**config.mk**
```make
export PLATFORM = sky130hd
export DESIGN_NAME = jtdsp16_loop_ctrl
export DESIGN_NICKNAME = d
export VERILOG_FILES = /design/src/rtl/jtdsp16_loop_ctrl.sv
export SDC_FILE = /design/constraint.sdc
export NUM_CORES = 1
export LEC_CHECK = 0
export ABC_AREA = 1
export CAP_MARGIN = 20
export CORE_MARGIN = 8
export CORE_UTILIZATION = 65
export CTS_CLUSTER_SIZE = 24
export DETAILED_ROUTE_END_ITERATION = 10
export PLACE_DENSITY_LB_ADDON = 0.25
export REMOVE_ABC_BUFFERS = 1
export SYNTH_ARGS = -nofsm -noshare
export SYNTH_HDL_FRONTEND = slang
export SYNTH_SLANG_ARGS = --single-unit
```
**constraint.sdc**
```tcl
create_clock -name clk -period 4.3 [get_ports clk]
set_input_delay 0.43 -clock clk [delete_from_list [all_inputs] [get_ports clk]]
set_output_delay 0.43 -clock clk [all_outputs]
set_load 0.1 [all_outputs]
```
**src/rtl/jtdsp16_loop_ctrl.sv**
```systemverilog
// rtl/jtdsp16_loop_ctrl.sv - DSP16 do/redo loop sequencer with 15-word instruction cache
//
// Records the NI-word body that follows a `do K` into a small cache while it
// executes from ROM. It then replays that body K-1 more times from the cache.
// `redo K` replays the last recorded body K times.
//
// Ports:
//   clk, rst          clock; asynchronous active-high reset
//   cen               clock enable, gates every state change
//   do_start, redo    decoded instructions, sampled on cen cycles
//   ni_field[3:0]     body length NI (0 makes do_start a no-op)
//   k_field[6:0]      iteration count K
//   rom_dout[15:0]    ROM instruction word, captured during FILL
//   pc_halt           holds the XAAU program counter during REPLAY
//   inst_sel          1 = decoder takes cache_dout
//   cache_dout[15:0]  cached word during REPLAY, else 0
//   busy              FILL or REPLAY in progress
//   k_left[6:0]       remaining replay passes
module jtdsp16_loop_ctrl (
  input  logic        clk,
  input  logic        rst,
  input  logic        cen,
  input  logic        do_start,
  input  logic        redo,
  input  logic [3:0]  ni_field,
  input  logic [6:0]  k_field,
  input  logic [15:0] rom_dout,
  output logic        pc_halt,
  output logic        inst_sel,
  output logic [15:0] cache_dout,
  output logic        busy,
  output logic [6:0]  k_left
);

  typedef enum logic [1:0] {
    IDLE   = 2'd0,
    FILL   = 2'd1,
    REPLAY = 2'd2
  } state_t;

  state_t      state, state_nxt;
  logic [3:0]  ni_r, ni_nxt;
  logic [3:0]  wr_ptr, wr_nxt;
  logic [3:0]  rd_ptr, rd_nxt;
  logic [6:0]  k_cnt, k_nxt;
  logic        cache_valid, valid_nxt;
  logic        cache_we;
  logic [3:0]  last_idx;

  // No reset on the storage so it can map onto a RAM.
  logic [15:0] cache [0:14];

  // ni_r is never 0 outside IDLE, so this never wraps when it is used.
  assign last_idx = ni_r - 4'd1;

  always_ff @(posedge clk or posedge rst) begin
    if (rst) begin
      state       <= IDLE;
      ni_r        <= 4'd0;
      wr_ptr      <= 4'd0;
      rd_ptr      <= 4'd0;
      k_cnt       <= 7'd0;
      cache_valid <= 1'b0;
    end else begin
      state       <= state_nxt;
      ni_r        <= ni_nxt;
      wr_ptr      <= wr_nxt;
      rd_ptr      <= rd_nxt;
      k_cnt       <= k_nxt;
      cache_valid <= valid_nxt;
    end
  end

  always_comb begin
    state_nxt = state;
    ni_nxt    = ni_r;
    wr_nxt    = wr_ptr;
    rd_nxt    = rd_ptr;
    k_nxt     = k_cnt;
    valid_nxt = cache_valid;
    cache_we  = 1'b0;
    if (cen) begin
      case (state)
        IDLE: begin
          // do_start has priority over a simultaneous redo.
          if (do_start && ni_field != 4'd0) begin
            state_nxt = FILL;
            ni_nxt    = ni_field;
            wr_nxt    = 4'd0;
            // The ROM pass counts as the first iteration.
            k_nxt     = (k_field >= 7'd2) ? k_field - 7'd1 : 7'd0;
            valid_nxt = 1'b0;
          end else if (redo && k_field != 7'd0 && cache_valid) begin
            state_nxt = REPLAY;
            rd_nxt    = 4'd0;
            k_nxt     = k_field;
          end
        end
        FILL: begin
          cache_we = 1'b1;
          if (wr_ptr == last_idx) begin
            wr_nxt    = 4'd0;
            valid_nxt = 1'b1;
            if (k_cnt != 7'd0) begin
              state_nxt = REPLAY;
              rd_nxt    = 4'd0;
            end else begin
              state_nxt = IDLE;
            end
          end else begin
            wr_nxt = wr_ptr + 4'd1;
          end
        end
        REPLAY: begin
          if (rd_ptr != last_idx) begin
            rd_nxt = rd_ptr + 4'd1;
          end else begin
            rd_nxt = 4'd0;
            // REPLAY is only entered with k_cnt >= 1; the guard keeps it from wrapping.
            k_nxt  = (k_cnt != 7'd0) ? k_cnt - 7'd1 : 7'd0;
            if (k_cnt <= 7'd1) state_nxt = IDLE;
          end
        end
        default: state_nxt = IDLE;
      endcase
    end
  end

  always_ff @(posedge clk) begin
    if (cache_we) cache[wr_ptr] <= rom_dout;
  end

  // Outputs decode straight from state so that reset clears them immediately.
  assign pc_halt    = (state == REPLAY);
  assign inst_sel   = (state == REPLAY);
  assign busy       = (state != IDLE);
  assign k_left     = k_cnt;
  assign cache_dout = (state == REPLAY) ? cache[rd_ptr] : 16'h0000;

endmodule

```
# [Yosys cells after proc, flatten, opt, wreduce, memory -nomap -nowiden]
# Memories as Yosys holds them, arrays and structs flattened.
# Cells that the tools add are included.
[op_classes] add_sub_neg=5 order_cmp=2 eq_ne=12 n_mux=30 n_reduce_logical=17
[op_table] cell="7-bit 2-to-1 mux" count=5
[op_table] cell="4-bit 2-to-1 mux" count=7
[op_table] cell="16-bit 2-to-1 mux" count=1
[op_table] cell="7-bit case mux with 2 select lines" count=1
[op_table] cell="7-bit nonzero test" count=2
[op_table] cell="7-bit by 1-bit subtractor with 7-bit output (second input constant)" count=2
[op_table] cell="2-bit 2-to-1 mux" count=6
[op_table] cell="2-bit inequality test (second input constant)" count=6
[op_table] cell="4-bit case mux with 3 select lines" count=1
[op_table] cell="4-bit by 1-bit adder with 4-bit output (second input constant)" count=2
[op_table] cell="4-bit case mux with 2 select lines" count=1
[op_table] cell="4-bit AND reduction" count=2
[op_table] cell="7-bit by 2-bit greater-or-equal comparator with 1-bit output (second input constant)" count=1
[op_table] cell="7-bit by 1-bit less-or-equal comparator with 1-bit output (second input constant)" count=1
[op_table] cell="1-bit 2-to-1 mux" count=6
[op_table] cell="2-bit case mux with 3 select lines" count=1
[op_table] cell="3-bit AND reduction" count=2
[op_table] cell="6-bit AND reduction" count=1
[op_table] cell="2-bit nonzero test" count=3
[op_table] cell="5-bit AND reduction" count=1
[op_table] cell="4-bit equality test" count=1
[op_table] cell="4-bit inequality test" count=1
[op_table] cell="4-bit nonzero test" count=1
[op_table] cell="4-bit by 1-bit subtractor with 4-bit output (second input constant)" count=1
[op_table] cell="8 further kinds" count=10
[word_totals] ff_bits=22 ram_bits=240 in_bits=32 output_inout_bits=26 word_cells=73 n_memories=1
[memory_table] name="cache" words=15 word_bits=16 rd=1 rd_clocked_by_memory_dff=0 wr=1 line="51" source="logic [15:0] cache [0:14];"

# [Logic depth before layout (Yosys ltp)]
# Gate-level depths: netlist of run 1.
[depth] depth_word=6 depth_mapped=14 depth_no_buf=14

# [Worst setup path after synthesis of run 1]
# OpenSTA, ideal clock, no wires.
[synth_timing] path_kind="reg2out" from="reg rd_ptr[0]" to="out cache_dout[15]" t_arrival_ns=3.142 required_time_ns=3.870 slack_ns=0.728 stages_incl_launch_ff=8 n_path_buf=2 path_cell_list="dfrtp_1 -> buf_6 -> inv_4 -> clkbuf_1 -> nor2_1 -> o22ai_1 -> a21oi_1 -> nor3_1"
[synth_between] elab_chain_len=2
[synth_lines] element="start: declaration" line="44" source="logic [3:0] rd_ptr, rd_nxt;"
[synth_lines] element="start signal: assignment" line="68" source="rd_ptr <= rd_nxt;"
[synth_lines] element="memory read 15 x 16 bit"
[synth_lines] element="16-bit 2-to-1 mux" line="138" source="assign cache_dout = (state == REPLAY) ? cache[rd_ptr] : 16'h0000;"
[synth_lines] element="end: declaration" line="30" source="output logic [15:0] cache_dout,"
# Every way passes these cells.

# [Worst setup path in the final report of run 1]
[layout_timing] from="reg rd_ptr[0]" to="out cache_dout[10]"
# Same word-level chain as after synthesis.

==> results of run 1 <==
[cell type report]
type	instances	area (um2)	area share, %
clock inverter	12	124	0.942
clock buffer	36	688	5.23
multi-input combinational	637	3170	24.1
tap	225	282	2.14
timing repair buffer	79	928	7.06
sequential	262	7760	59.0
inverter	52	198	1.50
[worst max-delay path, stage by stage, from the launching register on]
cell,delay [ns]
sky130_fd_sc_hd__dfrtp_4,0.65
sky130_fd_sc_hd__buf_4,0.75
sky130_fd_sc_hd__o21ai_0,0.25
sky130_fd_sc_hd__o22ai_1,0.23
sky130_fd_sc_hd__nand2_1,0.08
sky130_fd_sc_hd__nand3_1,0.10
sky130_fd_sc_hd__nand2_1,0.09
sky130_fd_sc_hd__a31oi_1,0.27
sky130_fd_sc_hd__buf_12,0.22
[where the power goes]
part / switching [mW] / total, mW / internal, mW
Combinational: 2.10 / 2.98 / 0.880
Sequential: 0.140 / 3.05 / 2.91
Clock: 0.925 / 2.17 / 1.24
[kinds of logic (layout without fill, tap and decap cells)]
logic type	after synthesis	in the layout	synth area share, %
xor+xnor	7	7	0.539
fa+ha+maj	12	12	1.32
flops	262	262	68.2
simple gates	401	401	14.8
buf+inv	104	179	4.32
compound gates	217	217	10.9
[placed cells by master (no fill, tap or decap), types with 3 or more instances in the layout]
cell                              count
sky130_fd_sc_hd__o211ai_1            16
sky130_fd_sc_hd__buf_12              18
sky130_fd_sc_hd__clkinv_1             5
sky130_fd_sc_hd__nor3_2              14
sky130_fd_sc_hd__buf_4               19
sky130_fd_sc_hd__clkbuf_16           26
sky130_fd_sc_hd__xor2_1               7
sky130_fd_sc_hd__nand2_1            182
sky130_fd_sc_hd__nand2_2              3
sky130_fd_sc_hd__o21ai_0            109
sky130_fd_sc_hd__clkbuf_1            10
sky130_fd_sc_hd__nand4_1              3
sky130_fd_sc_hd__dfrtp_1             21
sky130_fd_sc_hd__edfxtp_1           240
sky130_fd_sc_hd__a21oi_1             25
sky130_fd_sc_hd__o22ai_1             49
sky130_fd_sc_hd__nor3_1               3
sky130_fd_sc_hd__nand3_1             49
sky130_fd_sc_hd__inv_2                7
sky130_fd_sc_hd__o21ai_1              7
sky130_fd_sc_hd__clkdlybuf4s50_1     41
sky130_fd_sc_hd__ha_1                12
sky130_fd_sc_hd__inv_1               43
sky130_fd_sc_hd__nor2_2              16
sky130_fd_sc_hd__clkinv_2             3
sky130_fd_sc_hd__nor2_1             128
sky130_fd_sc_hd__a31oi_1              6
[stage by stage]
stage	cell area (um2)	setup WS (ns)	total power, mW	hold WS, ns	cells
after detailed placement	12300	1.25	6.05	0.512	1254
after CTS	13100	0.666	8.21	0.429	1302
after global routing	13200	0.446	8.57	0.463	1303
after global placement	12300	1.35	5.97	0.510	1254
after floorplan	11100	-1.14	5.12	0.419	951
final	13200	0.646	8.20	0.382	1303
[per-layer routing]
metal	global-route usage (%)	share of wire [%]
met1	32.1	38
met2	41.1	49
met5	0	0
met3	4.10	8.9
met4	10.8	3.6
[path summary, 6_finish.rpt]
path                                   to  slack, ns  cells past startpoint
hold reg to reg               cache_valid       0.52                      2
max in group asynchronous       rd_ptr[0]       3.29                      2
setup reg to reg                k_left[1]       1.43                      8
setup / recovery           cache_dout[10]       0.65                      8
min in group clk                  ni_r[0]       0.50                      3
hold / removal                  k_left[6]       0.38                      2
[registers in the layout, summed over array words and instances, names as in the netlist]
name,flops
k_left,7
wr_ptr,4
cache,240
state,2
ni_r,4
cache_valid,1
rd_ptr,4
[synthesized netlist by cell type]
library cell,number
sky130_fd_sc_hd__a21boi_4,1
sky130_fd_sc_hd__a21oi_1,25
sky130_fd_sc_hd__a21oi_2,1
sky130_fd_sc_hd__a21oi_4,2
sky130_fd_sc_hd__a22oi_1,1
sky130_fd_sc_hd__a31oi_1,6
sky130_fd_sc_hd__and2_1,1
sky130_fd_sc_hd__buf_1,2
sky130_fd_sc_hd__buf_2,20
sky130_fd_sc_hd__buf_4,9
sky130_fd_sc_hd__buf_6,5
sky130_fd_sc_hd__clkbuf_1,14
sky130_fd_sc_hd__clkbuf_2,2
sky130_fd_sc_hd__clkinv_1,1
sky130_fd_sc_hd__dfrtp_1,22
sky130_fd_sc_hd__edfxtp_1,240
sky130_fd_sc_hd__ha_1,12
sky130_fd_sc_hd__inv_1,43
sky130_fd_sc_hd__inv_2,7
sky130_fd_sc_hd__inv_4,1
sky130_fd_sc_hd__nand2_1,182
sky130_fd_sc_hd__nand2_2,3
sky130_fd_sc_hd__nand2_4,1
sky130_fd_sc_hd__nand3_1,49
sky130_fd_sc_hd__nand4_1,3
sky130_fd_sc_hd__nor2_1,140
sky130_fd_sc_hd__nor2_2,4
sky130_fd_sc_hd__nor3_1,6
sky130_fd_sc_hd__nor3_2,11
sky130_fd_sc_hd__nor4_1,1
sky130_fd_sc_hd__o211ai_1,16
sky130_fd_sc_hd__o21ai_0,109
sky130_fd_sc_hd__o21ai_1,7
sky130_fd_sc_hd__o22ai_1,49
sky130_fd_sc_hd__xor2_1,7
==> results summary, run 1 <==
The number of vias in the routed layout is 7941. Yosys printed 0 warnings. The clock transition at the register clock pins on the worst setup and hold paths after CTS came out at 0.06 ns. Timing would allow up to 0.274 GHz.

The sequential element share of the synthesized area came out at between 60% and 70%. After floorplanning, the core was sized to cover 17200 um2. The clock latency on the worst-skew pair is 0.54 ns. Wires add up to 27400 um. The peak fanout along the critical path came out at between 80 and 90. The run finished with clean final reports. The final weighted congestion in routability-driven placement is 0.859. Once detailed placement completed, the half-perimeter wirelength came to 15600 um. At the end of the flow, the number of nets in the layout was 1102. The floorplan step defined a die boundary enclosing between 20000 and 25000 um2. The count of unique library cells instantiated by Yosys came out at 35. Port buffering added 57 buffers. Entering global routing, the biggest net connects 88 pins. The global-route wire length before repair came out at 42400 um. The aggregate negative setup slack came out at 0 ns. The overall track demand over capacity in global routing came out at approximately a quarter.

The tightest min-delay check is of the primary input to asynchronous set/reset pin type. The count of buffers added by post-CTS timing repair for setup is 0. The leakage power came out at 4.78 nW. The number of flip-flops and latches in the synthesized netlist is 262.

After detailed routing, the number of remaining DRC violations is 0. The clock tree from TritonCTS is yes. The number of maximum-capacitance constraint violations is 0.

At the pin with the least slew margin, the transition time is 1.18 ns. Setup violations remaining at the end of the flow were counted as 0. The number of pins exceeding their max-slew limit in the final report came out at 0. In the post-synthesis netlist, the biggest area contributors are sky130_fd_sc_hd__edfxtp_1, sky130_fd_sc_hd__nand2_1, sky130_fd_sc_hd__dfrtp_1, sky130_fd_sc_hd__o21ai_0, sky130_fd_sc_hd__nor2_1.

Summed over all layers, the global routing overflow is 0. The path type of the worst setup path is flop to output port. The detailed router's first-iteration violation count is 816. The clock period minus final worst setup slack is 3.65 ns. STA classifies the critical path endpoint as an output port. STA classifies the critical path startpoint as a flop. The via count of the first global-routing pass was 7805. The critical path required time came out at 3.87 ns.

The cell area after synthesis is 11400 um2. In this run the critical register-to-register path is launched from rd_ptr[3]. The clock root buffer is sky130_fd_sc_hd__clkbuf_16. Setup repair after global routing left no endpoint under its margin. The number of hold buffers added after CTS came out at 0. The area growth from synthesis to layout came out at 15.6%. The die width came out at 148 um. The largest vdd supply drop came out at around 560 uV. The fraction of final layout cells sized beyond drive strength 1 is 11.0%.

Post-CTS repair changed the size of 0 cells. Counting the fill cells in the layout gives 1070. The synthesized area divided by synthesized cell count came out at 11.3 um2. The critical path data arrival time is approximately 3.2 ns. The floorplan row count came out at 48. Buffers inserted during clock tree synthesis total 26. The critical path starts at rd_ptr[0]. The final hold violation count came out at 0. The clock tree skew after final layout came out at 0.0161 ns.

The cell count after synthesis came out at 1003. Summed over all instances, the cell type with the most area after synthesis is sky130_fd_sc_hd__edfxtp_1. The vertical die dimension came out at 148 um. The top cell type's share of synthesized area is 63.3%. The number of iterations in the first detailed-routing pass is 5.

The clock sink count is 262. For this design the ratio of total power to cell area is between 600 and 700 nW/um2. For this configuration, the core starts out at a cell density of approximately two thirds. The vias per cell is 6.09. The final core utilization is approximately three quarters.

Dividing the final minimum period by the clock period gives 85.0%. The clock passes through at most 3 buffers. The number of antenna violations at the first check in global routing is 0. In this run the number of H-tree levels came out at 1. The top-level I/O count came out at 58.

The routed wirelength normalized by instance count came out at approximately 21 um. The repair_antennas step left the layout with diodes totalling 0. In this run the tightest slew margin relative to its limit is 21.2%. The count of nets left with antenna violations once routing finished came out at 0.
Note: power is estimated with default switching activity, not from simulation.
==> inputs of run 2 (changes only) <==
- CORE_UTILIZATION: 65 -> 60
- clock period: 4.3 -> 3.48 ns (I/O delays scaled with it)
==> results summary, run 2 (synthesized netlist as in run 1, its figures left out) <==
The number of standard cells in the final layout excluding fillers came out at 1313 (+0.77%). The multi-input gate area in the final layout was 3170 um2 (unchanged). The slew of the pin with the lowest slew margin is 1.04 ns (-0.136 ns).

The clock tree skew after final layout came to 0.0120 ns (-0.00402 ns). The final weighted congestion in routability-driven placement is 0.877 (+2.2%). The post-detailed-routing wire length was 27000 um (-1.7%). The number of nets still failing antenna checks after routing is 0 (unchanged).

The met1 wire length was 11000 um (+4.9%). The met2 layer wire length in the routed design is 13000 um (-3.5%). The placed cell count is 1263 (+0.72%). The detailed router's first-iteration violation count is 1015 (+24%). The remaining routing DRC violations is 0 (unchanged). The number of vias in the routed layout came out at 7933 (-0.10%). The number of gates resized after cts is 0 (unchanged). The area occupied by registers came out at 7760 um2 (unchanged).

The number of maximum-capacitance constraint violations is 0 (unchanged). The total CTS buffers is 27 (+3.8%). The run finished with clean final reports. The worst-case headroom to the max-slew limit is 30.3% (+9.1 points). The hold slack is 0.324 ns (-0.0580 ns). The maximum buffer depth of the clock tree came out at 3 (unchanged).

The largest vdd supply drop is 494 uV (-12%). The element type at the critical path start is a flop. The final-report setup violation count came out at 0 (unchanged).

The cell area reported after detailed placement came out at 12400 um2 (+0.25%). The final worst-path cycle share came out at 91.0%. The aggregate negative setup slack came out at 0 ns (unchanged).

The number of antenna violations at the first check in global routing came out at 0 (unchanged). cache holds more flip-flops than any other register. The worst setup path is captured at an output port. The length in cells of the worst reg-to-reg path came out at 6 (-2). The peak fanout along the critical path came out at 54 (-38%). The library cells used most frequently in the layout, excluding fill and tap cells, are sky130_fd_sc_hd__edfxtp_1, sky130_fd_sc_hd__nand2_1, sky130_fd_sc_hd__nor2_1.

The post-layout instance area came out at 13200 um2 (+0.15%). The level count of the clock H-tree came out at 1 (unchanged). The final hold violation count was 0 (unchanged). The longest individual stage delay on the worst path was 0.50 ns (-0.25 ns).

The clock tree from TritonCTS is yes. The total power consumption of the routed design is 10.1 mW (+24%). The number of hold buffers added after CTS is 0 (unchanged). The number of pins exceeding their max-slew limit in the final report came out at 0 (unchanged). The via count of the first global-routing pass was 7737 (-0.87%). In this run the critical register-to-register path is launched from state[0]. The worst setup margin came out at 0.312 ns (-0.334 ns). The critical path goes through inv_4 > buf_4 > o21ai_0 > o22ai_1 > nand2_1 > nand2_1 > a21oi_1 > nor3_2 > buf_12. The vias per cell is 6.04 (-0.86%). The length of routed met3 wiring is 2180 um (-11%). The fill cell instance count of the final layout was 1292 (+21%). Setup repair after global routing left no endpoint under its margin. The top-level I/O count came out at 58 (unchanged). The cell area power density came to 770 nW/um2 (+23%).

The critical path data arrival time came to 2.82 ns (-0.40 ns). The number of iterations in the first detailed-routing pass is 5 (unchanged). The library cell used most frequently in the layout, excluding fill and tap cells, is sky130_fd_sc_hd__edfxtp_1. The number of flip-flops in the largest register is 240 (unchanged). In this run the critical register-to-register path is captured at cache[8][15]. In this run the worst hold path is classified as primary input to asynchronous set/reset pin. The overall track demand over capacity in global routing came to 22.6% (-2.3 points). The initial standard-cell utilization of the core came out at 61.0% (-5.0 points). The floorplan row count came to 50 (+4.2%). The final core utilization is 70.7% (-5.6 points). The final layout net count came out at 1103 (+0.091%).

The number of antenna diodes came out at 0 (unchanged). The leakage power is 4.80 nW (+0.21%). The final global-route overflow total is 0 (unchanged).

The critical path required time came to 3.13 ns (-0.74 ns). The global-route wire length before repair is 42100 um (-0.65%). The die outline area is 23600 um2 (+7.4%). The number of I/O port buffers came out at 57 (unchanged). The fraction of final layout cells sized beyond drive strength 1 is 11.2% (+0.18 points). The area growth from synthesis to layout is 15.8%.

The HPWL reported at the end of detailed placement came out at 16100 um (+3.5%). The clock period could shrink to about 3.2 ns. The setup slack after placement came out at 0.823 ns (-0.423 ns). The area of the core is 18600 um2 (+8.2%). The clock latency on the worst-skew pair came out at 0.53 ns (about the same). The largest net degree at the start of global routing came to 118 (+34%). In this run the top signal layer used is met4. The tree is rooted in a sky130_fd_sc_hd__clkbuf_16. The worst-case register-to-register setup slack came out at 1.01 ns (-0.42 ns). The clock sink count is 262 (unchanged). The upper clock frequency limit is 0.316 GHz. The die width came out at 154 um (+3.6%). The clock transition at the register clock pins on the worst setup and hold paths after CTS was 0.06 ns (about the same). The routed wirelength normalized by instance count was 20.5 um (-2.4%). The count of buffers added by post-CTS timing repair for setup is 0 (unchanged). The path type of the worst setup path is flop to output port.

Among the stages of the critical path, the cell type that occurs most often is sky130_fd_sc_hd__nand2_1. The largest individual stage delay along the critical path comes from the cell sky130_fd_sc_hd__dfrtp_4. The vertical die dimension is 154 um (+3.6%).
## run 2: cell types whose count changed in the layout (fill, tap and decap cells not counted), moves of 2 or more
| cell | previous run | this run |
|---|---|---|
| sky130_fd_sc_hd__buf_12 | 18 | 20 |
| sky130_fd_sc_hd__clkdlybuf4s50_1 | 41 | 39 |
| sky130_fd_sc_hd__clkinv_2 | 3 | 5 |
| sky130_fd_sc_hd__clkinv_4 | 2 | 0 |
## run 2: worst max-delay path: cells and delay by family (launching register included)
family,cells,cell delay [ns]
flops,1,0.50
compound gates,3,0.34
simple gates,3,0.45
buf+inv,3,0.98
## run 2: area by class of cell
class                   instances  area share (%)
flip-flops and latches        262            58.9
multi-input cells             637            24.1
repair buffers                 79            7.20
clock buffers                  39            5.55
well taps                     234            2.22
inverters                      52            1.50
clock inverters                10           0.532
## run 2: worst max-delay path by stage
| stage | slack [ns] | to | cells after the start | startpoint |
|---|---|---|---|---|
| CTS | 0.33 | cache_dout[1] | 9 | rd_ptr[0] |
| finish | 0.31 | cache_dout[1] | 9 | rd_ptr[0] |
| floorplan | -1.88 | cache_dout[15] | 4 | state[1] |
| global placement | 0.85 | cache[8][0] | 5 | cen |
| global route | 0.1 | cache_dout[1] | 9 | rd_ptr[0] |
| detailed placement | 0.82 | cache[8][0] | 5 | cen |
## run 2: metal layers
| layer | up-vias | track usage, % |
|---|---|---|
| li1 | 3673 | - |
| met1 | 3857 | 29.9 |
| met2 | 347 | 37.4 |
| met3 | 56 | 3.95 |
| met4 | 0 | 7.23 |
| met5 | - | 0 |
## run 2: report_power, final
part	internal, mW	total [mW]	leakage [nW]	switching [mW]
sequential	3.60	3.74	2.44	0.138
combinational	1.12	3.76	1.96	2.64
clock	1.52	2.65	0.393	1.12
total	6.24	10.1	4.80	3.90
